**src/rtl/hex_keypad_pkg.sv**
```systemverilog
// hex_keypad_pkg
//   Shared types and helpers for the hex keypad entry block.
//   - KEY_MAP: 4x4 key map packed one nibble per key, indexed by {row, col}.
//   - kp_state_e: press-tracking FSM states (IDLE, HELD).
//   - scan_res_t: result of one column slot or one full scan
//     (NONE, SINGLE with a 4-bit key code, MULTI).
//   - key_lookup / slot_result / merge_result: pure helpers used by the
//     scanner to build a full-scan result slot by slot.
package hex_keypad_pkg;

    // Nibble n holds the key printed at row n[3:2], column n[1:0].
    // Rows top to bottom: 1 2 3 A / 4 5 6 B / 7 8 9 C / 0 F E D.
    localparam logic [63:0] KEY_MAP = 64'hDEF0_C987_B654_A321;

    typedef enum logic [0:0] {
        ST_IDLE = 1'b0,
        ST_HELD = 1'b1
    } kp_state_e;

    typedef enum logic [1:0] {
        RES_NONE   = 2'd0,
        RES_SINGLE = 2'd1,
        RES_MULTI  = 2'd2
    } res_kind_e;

    // code is only meaningful for RES_SINGLE and is kept at zero otherwise,
    // so two results can be compared as whole words.
    typedef struct packed {
        res_kind_e  kind;
        logic [3:0] code;
    } scan_res_t;

    localparam scan_res_t SCAN_NONE  = '{kind: RES_NONE,  code: 4'h0};
    localparam scan_res_t SCAN_MULTI = '{kind: RES_MULTI, code: 4'h0};

    function automatic logic [3:0] key_lookup(input logic [1:0] row_idx,
                                              input logic [1:0] col_idx);
        logic [5:0] base;
        base = {row_idx, col_idx, 2'b00};
        return KEY_MAP[base +: 4];
    endfunction

    // Classify the (active-high) row-low vector seen while one column is driven.
    function automatic scan_res_t slot_result(input logic [3:0] rows_low,
                                              input logic [1:0] col_idx);
        scan_res_t  res;
        logic [1:0] row_idx;
        row_idx = 2'd0;
        res     = SCAN_MULTI;
        case (rows_low)
            4'b0000: res = SCAN_NONE;
            4'b0001: row_idx = 2'd0;
            4'b0010: row_idx = 2'd1;
            4'b0100: row_idx = 2'd2;
            4'b1000: row_idx = 2'd3;
            default: res = SCAN_MULTI;
        endcase
        if ((rows_low == 4'b0001) || (rows_low == 4'b0010) ||
            (rows_low == 4'b0100) || (rows_low == 4'b1000)) begin
            res.kind = RES_SINGLE;
            res.code = key_lookup(row_idx, col_idx);
        end else begin
            res = res;
        end
        return res;
    endfunction

    // Fold one slot into the result accumulated so far in this scan.
    // A second key anywhere in the scan turns the result into MULTI.
    function automatic scan_res_t merge_result(input scan_res_t acc,
                                               input scan_res_t slot);
        scan_res_t res;
        case (slot.kind)
            RES_NONE:   res = acc;
            RES_SINGLE: res = (acc.kind == RES_NONE) ? slot : SCAN_MULTI;
            default:    res = SCAN_MULTI;
        endcase
        return res;
    endfunction

endpackage

```
**src/rtl/hex_keypad_entry_debounce.sv**
```systemverilog
// keypad_debounce
//   Debounces full-scan results and tracks press/release of one key.
//   A result must repeat on DEBOUNCE_SCANS consecutive scans to count;
//   MULTI never counts and restarts the run. While HELD, other keys are
//   ignored until the keypad is debounced as fully released (no rollover).
// Ports:
//   clk, rst      clock, synchronous active-high reset
//   scan_done     one-cycle pulse, scan_result valid for a completed scan
//   scan_result   result of the completed scan
//   accept        combinational pulse on the scan_done cycle that accepts
//                 a press (top level registers it into key_strobe)
//   key_code      registered code of the last accepted key
//   key_held      high while in HELD
module keypad_debounce
    import hex_keypad_pkg::*;
#(
    parameter int DEBOUNCE_SCANS = 5
) (
    input  logic       clk,
    input  logic       rst,
    input  logic       scan_done,
    input  scan_res_t  scan_result,
    output logic       accept,
    output logic [3:0] key_code,
    output logic       key_held
);

    localparam int               CNT_W      = $clog2(DEBOUNCE_SCANS + 1);
    localparam logic [CNT_W-1:0] CNT_TARGET = CNT_W'(DEBOUNCE_SCANS);

    kp_state_e        state_r;
    kp_state_e        state_next_s;
    logic [CNT_W-1:0] stable_cnt_r;
    logic [CNT_W-1:0] cnt_next_s;
    scan_res_t        last_result_r;
    logic             qualified_s;
    logic             accept_s;
    logic [3:0]       key_code_r;

    // Run length of the incoming result; saturates once it qualifies.
    always_comb begin
        cnt_next_s = stable_cnt_r;
        if (scan_result.kind == RES_MULTI) begin
            cnt_next_s = {CNT_W{1'b0}};
        end else if (scan_result == last_result_r) begin
            if (stable_cnt_r < CNT_TARGET) begin
                cnt_next_s = stable_cnt_r + CNT_W'(1);
            end else begin
                cnt_next_s = stable_cnt_r;
            end
        end else begin
            cnt_next_s = CNT_W'(1);
        end
    end

    assign qualified_s = scan_done && (scan_result.kind != RES_MULTI) &&
                         (cnt_next_s >= CNT_TARGET);

    // Stable-count and previous-result registers, advanced once per scan.
    always_ff @(posedge clk) begin
        if (rst) begin
            stable_cnt_r  <= {CNT_W{1'b0}};
            last_result_r <= SCAN_NONE;
        end else if (scan_done) begin
            stable_cnt_r  <= cnt_next_s;
            last_result_r <= scan_result;
        end else begin
            stable_cnt_r  <= stable_cnt_r;
            last_result_r <= last_result_r;
        end
    end

    // FSM state register.
    always_ff @(posedge clk) begin
        if (rst) begin
            state_r <= ST_IDLE;
        end else begin
            state_r <= state_next_s;
        end
    end

    // FSM next-state logic.
    always_comb begin
        state_next_s = state_r;
        case (state_r)
            ST_IDLE: begin
                if (qualified_s && (scan_result.kind == RES_SINGLE)) begin
                    state_next_s = ST_HELD;
                end else begin
                    state_next_s = ST_IDLE;
                end
            end
            ST_HELD: begin
                if (qualified_s && (scan_result.kind == RES_NONE)) begin
                    state_next_s = ST_IDLE;
                end else begin
                    state_next_s = ST_HELD;
                end
            end
            default: state_next_s = ST_IDLE;
        endcase
    end

    // FSM outputs: a press is accepted on the IDLE -> HELD transition.
    always_comb begin
        accept_s = 1'b0;
        case (state_r)
            ST_IDLE: accept_s = (state_next_s == ST_HELD);
            ST_HELD: accept_s = 1'b0;
            default: accept_s = 1'b0;
        endcase
    end

    // Latch the code of the accepted key.
    always_ff @(posedge clk) begin
        if (rst) begin
            key_code_r <= 4'h0;
        end else if (accept_s) begin
            key_code_r <= scan_result.code;
        end else begin
            key_code_r <= key_code_r;
        end
    end

    assign accept   = accept_s;
    assign key_code = key_code_r;
    assign key_held = (state_r == ST_HELD);

endmodule

```
**src/rtl/hex_keypad_entry.sv**
```systemverilog
// hex_keypad_entry
//   Scans a 4x4 active-low hex keypad, debounces presses and shifts each
//   accepted key into a 16-bit entry register (newest digit in [3:0]).
//   Optional macro KEYPAD_SYNC_EN: when defined, row passes through a 2-flop
//   synchronizer before sampling; when undefined, row is sampled directly.
// Parameters:
//   SCAN_CYCLES     cycles each column is driven (>= 4)
//   DEBOUNCE_SCANS  consecutive identical scans to accept press/release (>= 1)
// Ports:
//   clk         system clock
//   rst         synchronous active-high reset
//   row[3:0]    keypad rows, active-low, row[0] top
//   clr         level, clears value on the next edge (wins over a press)
//   col[3:0]    one-cold column drive, col[0] leftmost
//   key_code    code of the last accepted key
//   key_strobe  one-cycle pulse per accepted press
//   key_held    high while the accepted key is not yet released
//   value       entry register
module hex_keypad_entry
    import hex_keypad_pkg::*;
#(
    parameter int SCAN_CYCLES    = 100_000,
    parameter int DEBOUNCE_SCANS = 5
) (
    input  logic        clk,
    input  logic        rst,
    input  logic [3:0]  row,
    input  logic        clr,
    output logic [3:0]  col,
    output logic [3:0]  key_code,
    output logic        key_strobe,
    output logic        key_held,
    output logic [15:0] value
);

    localparam int              TMR_W    = $clog2(SCAN_CYCLES);
    localparam logic [TMR_W-1:0] TMR_LAST = TMR_W'(SCAN_CYCLES - 1);

    logic [TMR_W-1:0] scan_timer_r;
    logic [1:0]       col_idx_r;
    logic [3:0]       col_r;
    logic [3:0]       row_s;
    logic             sample_en_s;
    logic             scan_done_s;
    scan_res_t        slot_res_s;
    scan_res_t        merged_s;
    scan_res_t        acc_r;
    logic             accept_s;
    logic [3:0]       db_key_code_s;
    logic             db_key_held_s;
    logic             key_strobe_r;
    logic [15:0]      value_r;

`ifdef KEYPAD_SYNC_EN
    logic [3:0] row_meta_r;
    logic [3:0] row_sync_r;

    // Two-flop synchronizer for the asynchronous keypad rows.
    always_ff @(posedge clk) begin
        if (rst) begin
            row_meta_r <= 4'b1111;
            row_sync_r <= 4'b1111;
        end else begin
            row_meta_r <= row;
            row_sync_r <= row_meta_r;
        end
    end

    assign row_s = row_sync_r;
`else
    assign row_s = row;
`endif

    // Column timer and one-cold column drive; the column steps on the edge
    // where the timer wraps, so the new column appears the following cycle.
    always_ff @(posedge clk) begin
        if (rst) begin
            scan_timer_r <= {TMR_W{1'b0}};
            col_idx_r    <= 2'd0;
            col_r        <= 4'b1110;
        end else if (scan_timer_r == TMR_LAST) begin
            scan_timer_r <= {TMR_W{1'b0}};
            col_idx_r    <= col_idx_r + 2'd1;
            col_r        <= {col_r[2:0], col_r[3]};
        end else begin
            scan_timer_r <= scan_timer_r + TMR_W'(1);
            col_idx_r    <= col_idx_r;
            col_r        <= col_r;
        end
    end

    // Rows are sampled on the last cycle of each column slot for maximum settle.
    assign sample_en_s = (scan_timer_r == TMR_LAST);
    assign scan_done_s = sample_en_s && (col_idx_r == 2'd3);
    assign slot_res_s  = slot_result(~row_s, col_idx_r);
    assign merged_s    = merge_result(acc_r, slot_res_s);

    // Per-scan accumulator; merged_s on the col3 sample is the full-scan result.
    always_ff @(posedge clk) begin
        if (rst) begin
            acc_r <= SCAN_NONE;
        end else if (scan_done_s) begin
            acc_r <= SCAN_NONE;
        end else if (sample_en_s) begin
            acc_r <= merged_s;
        end else begin
            acc_r <= acc_r;
        end
    end

    keypad_debounce #(
        .DEBOUNCE_SCANS (DEBOUNCE_SCANS)
    ) u_debounce (
        .clk         (clk),
        .rst         (rst),
        .scan_done   (scan_done_s),
        .scan_result (merged_s),
        .accept      (accept_s),
        .key_code    (db_key_code_s),
        .key_held    (db_key_held_s)
    );

    // Strobe and entry shifter; clr has priority over a coincident press.
    always_ff @(posedge clk) begin
        if (rst) begin
            key_strobe_r <= 1'b0;
            value_r      <= 16'h0000;
        end else begin
            key_strobe_r <= accept_s;
            if (clr) begin
                value_r <= 16'h0000;
            end else if (accept_s) begin
                value_r <= {value_r[11:0], merged_s.code};
            end else begin
                value_r <= value_r;
            end
        end
    end

    assign col        = col_r;
    assign key_code   = db_key_code_s;
    assign key_held   = db_key_held_s;
    assign key_strobe = key_strobe_r;
    assign value      = value_r;

endmodule
```
**config.mk**
```make
export PLATFORM = sky130hd
export DESIGN_NAME = hex_keypad_entry
export DESIGN_NICKNAME = d
export VERILOG_FILES = /design/src/rtl/hex_keypad_pkg.sv /design/src/rtl/hex_keypad_entry_debounce.sv /design/src/rtl/hex_keypad_entry.sv
export SDC_FILE = /design/constraint.sdc
export NUM_CORES = 1
export LEC_CHECK = 0
export CAP_MARGIN = 20
export CORE_UTILIZATION = 45
export CTS_CLUSTER_DIAMETER = 100
export DETAILED_ROUTE_END_ITERATION = 7
export PLACE_DENSITY = 0.66
export SLEW_MARGIN = 20
export SYNTH_ARGS = -nofsm -noshare
export SYNTH_HDL_FRONTEND = slang
export SYNTH_SLANG_ARGS = --single-unit
```
**constraint.sdc**
```tcl
create_clock -name clk -period 6.2 [get_ports clk]
set_input_delay 0.93 -clock clk [delete_from_list [all_inputs] [get_ports clk]]
set_output_delay 0.93 -clock clk [all_outputs]
set_load 0.05 [all_outputs]
```
## Word-level counts from Yosys, hierarchy flattened

Index checks and enable logic that the tools add are counted.

| cells by class | value |
|---|---|
| $add $sub $neg | 3 |
| $lt $le $gt $ge | 2 |
| equality and inequality tests | 11 |
| shift operators | 1 |
| mux-type cells | 12 |
| bitwise logic cells | 2 |
| reduce and logical (&&, ||, !) cells | 15 |

Operator list:

| operator | count |
|---|---|
| variable part select 64 x 7 -> 4 bit (first input constant) | 1 |
| two-way mux 6 bit | 3 |
| adder 17 x 1 -> 17 bit (second input constant) | 1 |
| == test 17 bit (second input constant) | 1 |
| case mux 6 bit (2 select lines) | 1 |
| two-way mux 3 bit | 3 |
| == test 6 bit | 1 |
| logical NOT 2 bit | 3 |
| case mux 2 bit (3 select lines) | 1 |
| OR reduction 2 bit | 3 |
| logical AND 1 bit | 5 |
| == test 2 x 1 -> 1 bit (second input constant) | 2 |
| == test 2 bit (second input constant) | 2 |
| == test 4 x 1 -> 1 bit (second input constant) | 1 |
| == test 4 x 2 -> 1 bit (second input constant) | 1 |
| == test 4 x 3 -> 1 bit (second input constant) | 1 |
| == test 4 bit (second input constant) | 1 |
| logical NOT 4 bit | 1 |
| inverter 4 bit | 1 |
| case mux 1 bit (2 select lines) | 2 |
| adder 3 x 1 -> 3 bit (second input constant) | 1 |
| >= comparator 3 bit (second input constant) | 1 |
| logical OR 1 bit | 3 |
| < comparator 3 bit (second input constant) | 1 |
| 4 further kinds | 5 |

| word-level totals | value |
|---|---|
| register bits | 60 |
| input port bits | 7 |
| output and inout port bits | 26 |
| logic and storage cells | 58 |

## Logic depth before layout (Yosys ltp)

| depth | value |
|---|---|
| depth after elaboration | 17 |
| gate-level depth with buffers | 11 |
| depth with buffers taken out | 9 |

## Hierarchy

From an unflattened synthesis, not the netlist that was laid out.

| unflattened totals | value |
|---|---|
| cells, all modules | 330 |
| area total of the unflattened synthesis | 2,910.3 um^2 |

By module, submodules not included:

| module | instances | cells each | area each (um^2) | sequential area each (um^2) |
|---|---|---|---|---|
| hex_keypad_entry | 1 | 252 | 2,159.6 | 920.9 |
| keypad_debounce | 1 | 78 | 750.7 | 280.3 |

## Least setup slack after synthesis

Ideal clock, no wire load.

| timing | value |
|---|---|
| path type | input port to flip-flop |
| start point | input port row[0] |
| end point | register u_debounce.key_code_r[3] (netlist: u_debounce.key_code[3]) |
| arrival time | 2.877 ns |
| data required time | 6.077 ns |
| slack | 3.200 ns |
| stages | 9 |
| cell sequence | buf_2 -> nand3_1 -> o211a_1 -> a211oi_4 -> or3b_1 -> nor4_1 -> and4b_1 -> buf_6 -> mux2_1 |

| on the way | value |
|---|---|
| cells in the longest elaborated chain, start to end | 17 |
| elaborated cells on any way between the ends | 33 |
| those cells by class | order compare: 1; eq/ne: 9; shift: 1; mux: 11; bitwise: 1; reduce/logical: 10 |

Ends and longest elaborated chain:

| element | RTL line | RTL |
|---|---|---|
| from (decl) | hex_keypad_entry.sv:27 | `input logic [3:0] row,` |
| inverter 4 bit (*) | hex_keypad_entry.sv:95 | `assign slot_res_s = slot_result(~row_s, col_idx_r);` |
| branches (longest 4 deep; another with variable part select 64 x 7 -> 4 bit) | -- |  |
| two-way mux 6 bit (*) | hex_keypad_pkg.sv:58 | `if ((rows_low == 4'b0001) \|\| (rows_low == 4'b0010) \|\|` |
| == test 2 x 1 -> 1 bit (tied with other cells) | hex_keypad_pkg.sv:73 | `case (slot.kind)` |
| case mux 6 bit (2 select lines) (*) | hex_keypad_pkg.sv:73 |  |
| == test 6 bit | hex_keypad_entry_debounce.sv:45 | `end else if (scan_result == last_result_r) begin` |
| two-way mux 3 bit | hex_keypad_entry_debounce.sv:45 |  |
| two-way mux 3 bit | hex_keypad_entry_debounce.sv:43 | `if (scan_result.kind == RES_MULTI) begin` |
| >= comparator 3 bit | hex_keypad_entry_debounce.sv:57 | `(cnt_next_s >= CNT_TARGET);` |
| logical AND 1 bit | hex_keypad_entry_debounce.sv:56 | `assign qualified_s = scan_done && (scan_result.kind != RES_MULTI) &&` |
| logical AND 1 bit, on equally long branches | hex_keypad_entry_debounce.sv:94, hex_keypad_entry_debounce.sv:87 |  |
| two-way mux 1 bit, on equally long branches | hex_keypad_entry_debounce.sv:94, hex_keypad_entry_debounce.sv:87 |  |
| case mux 1 bit (2 select lines) | hex_keypad_entry_debounce.sv:85 | `case (state_r)` |
| case mux 1 bit (2 select lines) | hex_keypad_entry_debounce.sv:107 | `case (state_r)` |
| to (signal assigned) | hex_keypad_entry_debounce.sv:119 | `key_code_r <= scan_result.code;` |
| to (signal assigned) | hex_keypad_entry_debounce.sv:121 | `key_code_r <= key_code_r;` |
| to (decl) | hex_keypad_entry_debounce.sv:38 | `logic [3:0] key_code_r;` |

Every way passes the cells marked *.
A chain may end at the register's enable or synchronous reset.

## Final worst setup path

| timing | value |
|---|---|
| start point | input port row[1] |
| end point | register u_debounce.key_code_r[3] (netlist: u_debounce.key_code[3]) |

The elaborated chain is that of the path after synthesis.

==> reports/results.txt <==
Status - finished clean
DR vias/cell - 5.503
Post-CTS Setup Repair Bufs - 0
Root Buffer - clkbuf_8
Number of max-cap violations - 0
DR vias - 2,603
Filler instances - 623
Startpoint Class - primary input
Overflow after GRT - 0
Gpl congestion - 0.8663
Number of synthesized flops with an enable pin - 0
Dominant cells by area after synthesis - dfxtp_1, nand2_1, mux2i_1
Synth top area share - 0.3910
CTS Sinks - 60
Syn Inst Count - 363
Peak Freq - 234.4 MHz
Drt total wl - 6604 um
Die X - 84.62 um
RSZ-0062 raised after global routing - no
Power density of the placed cells - 231.0 mW/mm2
Tmin final - 4.265 ns
Worst-path clk slew - 0.07 ns
TNS Setup - 0 ns
Starting DRT DRC Count - 217
Synth-to-layout area growth - 18.04%
Crit-path max FO - 19
Syn avg cell area - 8.462 um2
Hold Buf Count CTS - 0
Syn_nets - 376
Final setup violating endpoints - 0
Core area - 0.006459 mm2
Crit path kind - primary input to flip-flop
Ys Warns - 0
Vias in the first global route - 2,348
Cell area after synthesis - 0.003072 mm2
Clk Latency, worst-skew pair - 0.33 ns
Layout cells sized above 1 - 0.07828
Area of the multi-input gates - 0.001747 mm2
Final Hold Viols - 0
Routed length per instance - 13.96 um
First-pass GRT wire length - 10,960 um
DRC viols - 0
Ys flop type - dfxtp_1
Initial antenna violation count - 0
CTS tree - done
HP Class - flip-flop to flip-flop
Synth unique cells - 61
Register Area - 0.001201 mm2
Clock Tree Buf Depth - 2
Slew @ Worst Pin - 1.063 ns
Hpwl dp - 4624 um
CP Capture Type - flip-flop
Tcrit/Tclk final - 0.6880
Critical path arrival - 4.48 ns
Final net count - 404
Initial Util - 0.4756
Final Cell Area - 0.003626 mm2
Total track usage - 0.1942
Required time worst endpoint - 6.42 ns
Total CTS buffers - 9
Die height - 84.62 um
Flops & latches, synth - 60
Largest area contributor in the netlist - dfxtp_1
Asr flop ratio synth - 0
Most instantiated cells after synthesis - nand2_1, dfxtp_1, nor2_1
CTS-repair resized insts - 0
Router iterations before antenna repair - 6
Diodes inserted - 0
Seq/Total Area, Yosys - 0.3910
Std-Cell Rows - 29
Die footprint - 0.007161 mm2
# port buffers - 32
Final Skew - 0.005693 ns
H-tree levels - 3
I/O pins - 33
Pin count of the biggest net entering global routing - 26
P_leak - 1.280 nW
Most common cell in the netlist - nand2_1
Pins Over Slew Limit - 0
Placed instance area - 0.003391 mm2
Final ANT Viol Nets - 0
VDD IR max - 0.1646 mV
Max_slew headroom - 0.2908
==> area by class of cell <==
| type | count | share of cell area |
|---|---|---|
| well taps | 77 | 0.02657 |
| inverters | 7 | 0.007246 |
| clock buffers | 11 | 0.04175 |
| repair buffers | 32 | 0.08834 |
| multi-input cells | 281 | 0.4817 |
| clock inverters | 5 | 0.02312 |
| flip-flops and latches | 60 | 0.3313 |
==> sequential cells by signal, summed over array words and instances, names as in the netlist <==
signal / flops
scan_timer_r: 17
value: 16
acc_r: 6
u_debounce.last_result_r: 6
col: 4
u_debounce.key_code: 4
u_debounce.stable_cnt_r: 3
col_idx_r: 2
key_strobe: 1
u_debounce.key_held: 1
==> report_power, final <==
group	internal, mW	switching [mW]	total [mW]
logic	0.0170	0.0307	0.0477
registers	0.387	0.00133	0.388
clock network	0.249	0.153	0.402
total	0.653	0.185	0.838
==> routing by layer <==
metal	global-route usage	routed length (um)
met3	0.06096	296
met5	0	0
met2	0.3119	3077
met4	0.06009	72
met1	0.2495	3157
==> path summary, 6_finish.rpt <==
kind / startpoint / endpoint / slack, ns / depth (start not counted)
setup / recovery: row[1] / u_debounce.key_code[3] / 1.93 / 8
hold / removal: scan_timer_r[0] / scan_timer_r[0] / 0.45 / 1
hold reg to reg: scan_timer_r[0] / scan_timer_r[0] / 0.45 / 1
setup reg to reg: col_idx_r[0] / u_debounce.key_code[3] / 2.62 / 9
==> per-stage QoR <==
step           hold slack, ns  instances  worst slack (ns)  power (mW)  utilization
2_1_floorplan          0.4175        363             3.200      0.4336            -
6_report               0.4462        473             1.935      0.8377       0.5614
5_1_grt                0.4603        473             1.667      0.8733       0.5614
3_3_place_gp           0.4293        457             1.679      0.4435       0.5246
3_5_place_dp           0.4387        457             1.599      0.4442       0.5250
4_1_cts                0.4508        473             1.948      0.8506       0.5614
==> logic make-up (layout without fill, tap and decap cells) <==
logic type	after synthesis	in the layout	synth area share
buffers and inverters	22	55	0.04114
AND/OR/NAND/NOR	173	173	0.2794
XOR/XNOR	21	21	0.05988
flip-flops	60	60	0.3910
AO/OA/AOI/OAI	60	60	0.1352
multiplexers	20	20	0.06558
adder cells (fa/ha/maj)	7	7	0.02770
==> worst max-delay path: stages <==
cell and delay [ns]:
clkdlybuf4s50_1 0.81, nand3_1 0.22, o211a_1 0.22, a211oi_4 0.29
or3b_1 0.43, nor4_1 0.25, and4b_1 0.95, mux2_1 0.39
==> layout by cell type, fill, tap and decap left out, types with 3 or more instances in the layout <==
| cell type | synthesis | routed |
|---|---|---|
| nand2_1 | 65 | 65 |
| dfxtp_1 | 60 | 60 |
| nor2_1 | 45 | 44 |
| clkdlybuf4s50_1 | 0 | 32 |
| a21oi_1 | 22 | 22 |
| mux2i_1 | 19 | 19 |
| nand3_1 | 17 | 17 |
| xnor2_1 | 12 | 12 |
| clkbuf_8 | 0 | 11 |
| xor2_1 | 9 | 9 |
| inv_1 | 6 | 6 |
| o21ai_0 | 6 | 6 |
| ha_1 | 6 | 6 |
| or3b_2 | 5 | 5 |
| o31ai_1 | 5 | 5 |
| nor3_1 | 5 | 5 |
| nor4_1 | 5 | 5 |
| a22oi_1 | 4 | 4 |
| or4_1 | 3 | 3 |
| nand4_1 | 3 | 3 |
(Power assumes the default switching activity.)
==> variant 1 (same flow settings) <==
`DEBOUNCE_SCANS` is set to 5 in 2 places; all go to 10.
--- a/src/rtl/hex_keypad_entry_debounce.sv
+++ b/src/rtl/hex_keypad_entry_debounce.sv
@@ -16,3 +16,3 @@
 #(
-    parameter int DEBOUNCE_SCANS = 5
+    parameter int DEBOUNCE_SCANS = 10
 ) (
--- a/src/rtl/hex_keypad_entry.sv
+++ b/src/rtl/hex_keypad_entry.sv
@@ -22,3 +22,3 @@
     parameter int SCAN_CYCLES    = 100_000,
-    parameter int DEBOUNCE_SCANS = 5
+    parameter int DEBOUNCE_SCANS = 10
 ) (
Function: same outputs for any inputs over 10 cycles, from zero or initial values and one cycle with rst high; that may be too few to reach the edited logic, so the function may still have changed.
==> variant 1 against the unedited design <==
The run now ends with design-rule violations left; total power is 1.8% lower; final cell count is 4.0% lower; sequential cell count is 1 higher; critical endpoint is now u_debounce.key_code[2]; die area is 0.75% lower; non-clock buffer count is 2 higher; area after synthesis is 0.77% lower; routed wire length is 5.4% lower; combinational power is 7.1% lower; cell area is 0.14% lower; fmax is 1.6% lower; sequential share of layout area is 0.60 points higher; via count is 3.9% lower; highest routed layer unchanged; largest cell class unchanged; worst setup slack worse by 0.068 ns; critical path depth stayed put.
==> variant 1: results (changes against the unedited design) <==
result of the run finished with violations; violated checks design-rule violations; Antenna Diode Count 0 (unchanged); Routed met2 length 2850 microns (-7.4%); switching share of power 0.230 (+0.00883); cells resized by post-CTS repair 0 (unchanged); global-route total usage across every layer 0.191 (-0.00361); leading post-synthesis cells by instance count sky130_fd_sc_hd__dfxtp_1 (61), sky130_fd_sc_hd__nand2_1 (43), sky130_fd_sc_hd__nor2_1 (41); Clock Skews 0.0103 ns (+0.00466 ns); fraction of layout instances using a drive strength above 1 0.0637 (-0.0146); CTS HTree Levels 3 (unchanged); number of iterations in the first detailed-routing pass 8 (+2); max_slew headroom 0.274 (-0.0167); static leakage power 1.47 nW (+15%); Detail Route met3 WL 293 microns (-1.0%); total wire length 6250 microns (-5.4%); largest fanout of any net on the critical path 20 (+1); Area contributors post-synth sky130_fd_sc_hd__dfxtp_1 (40%), sky130_fd_sc_hd__mux2i_1 (8.2%), sky130_fd_sc_hd__nand2_1 (5.3%); final net count 387 (-4.2%); critical-path cell with the highest stage delay sky130_fd_sc_hd__or4_1; Largest stage delay, worst path 0.91 ns (-0.04 ns); maximum number of pins on one net before global-route repair 23 (-12%); synthesized netlist net count 358 (-4.8%); via count of the first global-routing pass 2423 (+3.2%); drt initial violations 109 (-50%); first-pass GRT wire length 10900 microns (-0.95%); via/cell ratio 5.51 (+0.10%); # fillers 585 (-6.1%); gpl congestion 0.855 (-1.3%); beginning of the worst register-to-register path scan_timer_r[0]; data arrival time of the worst path 4.56 ns (+0.08 ns); pre-CTS setup slack 1.54 ns (-0.0595 ns); area of placed instances 3410 sq um (+0.52%); sequential-to-total area share from yosys stat 0.401 (+0.00962); Netlist cell types 54 (-11%); DPL Wire Length 4260 microns (-7.9%); final routed DRC violation total 5 (+5); VDD IR-drop max 0.000164 V (-0.59%); metal1 wirelength 3030 microns (-4.1%)
## variant 1: through the flow
step,util,instances
final,0.561,454
after global routing,0.561,454
after CTS,0.561,454
after detailed placement,0.528,439
after global placement,0.527,439
after floorplan,-,344
## variant 1: per-layer routing
metal | vias up | track usage
met5 | - | 0
met4 | 0 | 0.0611
met3 | 7 | 0.0442
met2 | 46 | 0.320
met1 | 1159 | 0.243
li1 | 1289 | -
## variant 1: kinds of logic (layout without fill, tap and decap cells)
| family | after synthesis | count (layout) | share of synthesized area |
|---|---|---|---|
| AOI/OAI and AO/OA | 66 | 66 | 0.161 |
| and+or+nand+nor | 139 | 139 | 0.225 |
| DFF | 61 | 61 | 0.401 |
| xor gates and xnor gates | 20 | 20 | 0.0599 |
| muxes | 26 | 26 | 0.0870 |
| buffers and inverters | 24 | 57 | 0.0341 |
| adders and majority gates | 8 | 8 | 0.0320 |
## variant 1: layout make-up
cell class / instances / area [sq um] / share of cell area
clock buffers: 9 / 124 / 0.0342
clock inverters: 6 / 88.8 / 0.0245
inverters: 8 / 30.0 / 0.00829
multi-input cells: 259 / 1730 / 0.477
flip-flops and latches: 61 / 1220 / 0.337
well taps: 77 / 96.3 / 0.0266
repair buffers: 34 / 335 / 0.0926
## variant 1: path summary, 6_finish.rpt
| path | endpoint | slack, ns | depth (start not counted) |
|---|---|---|---|
| min reg2reg | scan_timer_r[0] | 0.45 | 1 |
| min | scan_timer_r[0] | 0.45 | 1 |
| max | u_debounce.key_code[2] | 1.87 | 8 |
| max reg2reg | u_debounce.key_code[2] | 2.34 | 9 |
## variant 1: power by group through the flow
stage,clock network (mW),registers [mW],logic (mW)
after global placement,0,0.404,0.0435
after floorplan,0,0.403,0.0330
final,0.384,0.395,0.0443
after detailed placement,0,0.404,0.0442
after global routing,0.410,0.395,0.0491
after CTS,0.391,0.395,0.0444
==> variant 2 (config.mk and constraints unchanged) <==
Without the edit above. Add an input register stage for `clr`, cleared by the reset; this delays it by one clock. The other inputs are not delayed to match.
--- a/src/rtl/hex_keypad_entry.sv
+++ b/src/rtl/hex_keypad_entry.sv
@@ -37,2 +37,12 @@
     localparam logic [TMR_W-1:0] TMR_LAST = TMR_W'(SCAN_CYCLES - 1);
+
+    logic clr_q;
+
+    always_ff @(posedge clk) begin
+        if (rst) begin
+            clr_q <= '0;
+        end else begin
+            clr_q <= clr;
+        end
+    end
 
@@ -129,3 +139,3 @@
             key_strobe_r <= accept_s;
-            if (clr) begin
+            if (clr_q) begin
                 value_r <= 16'h0000;
Function: same outputs for any inputs over 10 cycles, from zero or initial values and one cycle with rst high; that may be too few to reach the edited logic, so the function may still have changed.
==> variant 2 against the unedited design <==
Final cell count is 5.5% higher; combinational power is 3% lower; worst setup slack better by 0.33 ns; cell area is 3.4% higher; largest cell class unchanged; synthesized cell count is 3.0% higher; area after synthesis is 4.0% higher; worst hold slack better by 0.0034 ns; sequential cell count is 1 higher; sequential power is 2% higher; non-clock buffer count is 2 higher; routed wire length is 2.6% lower; total power is 0.63% lower; clock skew is 0.0035 ns higher.
==> variant 2: results (changes against the unedited design) <==
maximum number of pins on one net before global-route repair 35 (+35%); setup fix buffers added after clock tree synthesis 0 (unchanged); CTS HTree Levels 3 (unchanged); fraction of layout instances using a drive strength above 1 0.0844 (+0.00608); area of placed instances 3520 sq um (+3.9%); detail-routed net length per standard cell 12.9 microns (-7.7%); power per unit of standard cell area 222 nW/um^2 (-3.9%); drt initial violations 58 (-73%); Clock Skews 0.00917 ns (+0.00348 ns); Detail Route met3 WL 258 microns (-13%); result of the run finished, final reports clean; class of the tightest hold or removal check flip-flop to flip-flop; startpoint of the worst setup timing path row[1]; static leakage power 1.32 nW (+3.4%); Area contributors post-synth sky130_fd_sc_hd__dfxtp_1 (38%), sky130_fd_sc_hd__nand2_1 (7.4%), sky130_fd_sc_hd__mux2i_1 (5.6%); synthesized netlist net count 387 (+2.9%); pre-CTS setup slack 2.00 ns (+0.398 ns); largest fanout of any net on the critical path 20 (+1); Routed met2 length 3040 microns (-1.2%); beginning of the worst register-to-register path col_idx_r[0]; VDD IR-drop max 0.000182 V (+11%); Largest stage delay, worst path 0.82 ns (-0.13 ns); Clock Tree Buf Depth 2 (unchanged); data arrival time of the worst path 4.15 ns (-0.33 ns); via count of the first global-routing pass 2542 (+8.3%); critical-path cell with the highest stage delay sky130_fd_sc_hd__clkdlybuf4s50_1; Syn. warnings 0 (unchanged); max FFs per register 17 (unchanged); vias after detailed routing 2648 (+1.7%); metal1 wirelength 3060 microns (-3.1%); gpl congestion 0.835 (-3.6%); first-pass GRT wire length 11200 microns (+2.6%); global-route total usage across every layer 0.187 (-0.00709); post-route insts no fill 499 (+5.5%); final net count 411 (+1.7%); Inserted Clock Buffers 9 (unchanged); number of iterations in the first detailed-routing pass 4 (-2); count of mapped cells out of synthesis 374 (+3.0%); leading post-synthesis cells by instance count sky130_fd_sc_hd__nand2_1 (63), sky130_fd_sc_hd__dfxtp_1 (61), sky130_fd_sc_hd__nor2_1 (40); launch instance of the worst min-delay path scan_timer_r[0]; max_slew headroom 0.383 (+0.0921); DPL Wire Length 4650 microns (+0.66%); placed cell count 483 (+5.7%); # fillers 655 (+5.1%); port buffer count 32 (unchanged); number of antenna violations at the first check in global routing 0 (unchanged); Netlist cell types 59 (-3.3%); sequential-to-total area share from yosys stat 0.382 (-0.00889)
-- variant 2: power by group --
| group | switching [mW] | leakage (nW) | total, mW | internal (mW) |
|---|---|---|---|---|
| clock | 0.154 | 0.112 | 0.391 | 0.236 |
| sequential | 0.00184 | 0.492 | 0.396 | 0.394 |
| combinational | 0.0293 | 0.719 | 0.0464 | 0.0171 |
| total | 0.185 | 1.32 | 0.832 | 0.647 |
-- variant 2: critical path, delay by kind of cell --
| kind | cells | cell delay (ns) |
|---|---|---|
| and+or+nand+nor | 4 | 1.31 |
| buffers and inverters | 2 | 1.13 |
| AOI/OAI and AO/OA | 2 | 0.43 |
| muxes | 1 | 0.33 |
-- variant 2: worst paths after layout --
check        slack [ns]  cells past startpoint                      to
min reg2reg        0.45                      1         scan_timer_r[0]
min                0.45                      1         scan_timer_r[0]
max                2.27                      9  u_debounce.key_code[2]
max reg2reg        3.07                     10  u_debounce.key_code[2]
-- variant 2: final cells by class --
type	count	area share
clock inverters	6	0.0230
flip-flops and latches	61	0.326
inverters	8	0.00801
well taps	96	0.0320
clock buffers	10	0.0367
repair buffers	34	0.0895
multi-input cells	284	0.485
-- variant 2: logic make-up (layout without fill, tap and decap cells) --
kind of cell,Yosys count,count (layout),share of synthesized area
AO/OA/AOI/OAI,55,55,0.120
XOR/XNOR,17,17,0.0466
adder cells (fa/ha/maj),7,7,0.0266
buffers and inverters,29,58,0.0497
flip-flops,61,61,0.382
multiplexers,21,21,0.0693
AND/OR/NAND/NOR,184,184,0.306
-- variant 2: per-layer routing --
metal / vias to the layer above / GRT usage
met5: - / 0
li1: 1364 / -
met4: 0 / 0.0697
met3: 10 / 0.0438
met1: 1224 / 0.226
met2: 50 / 0.324
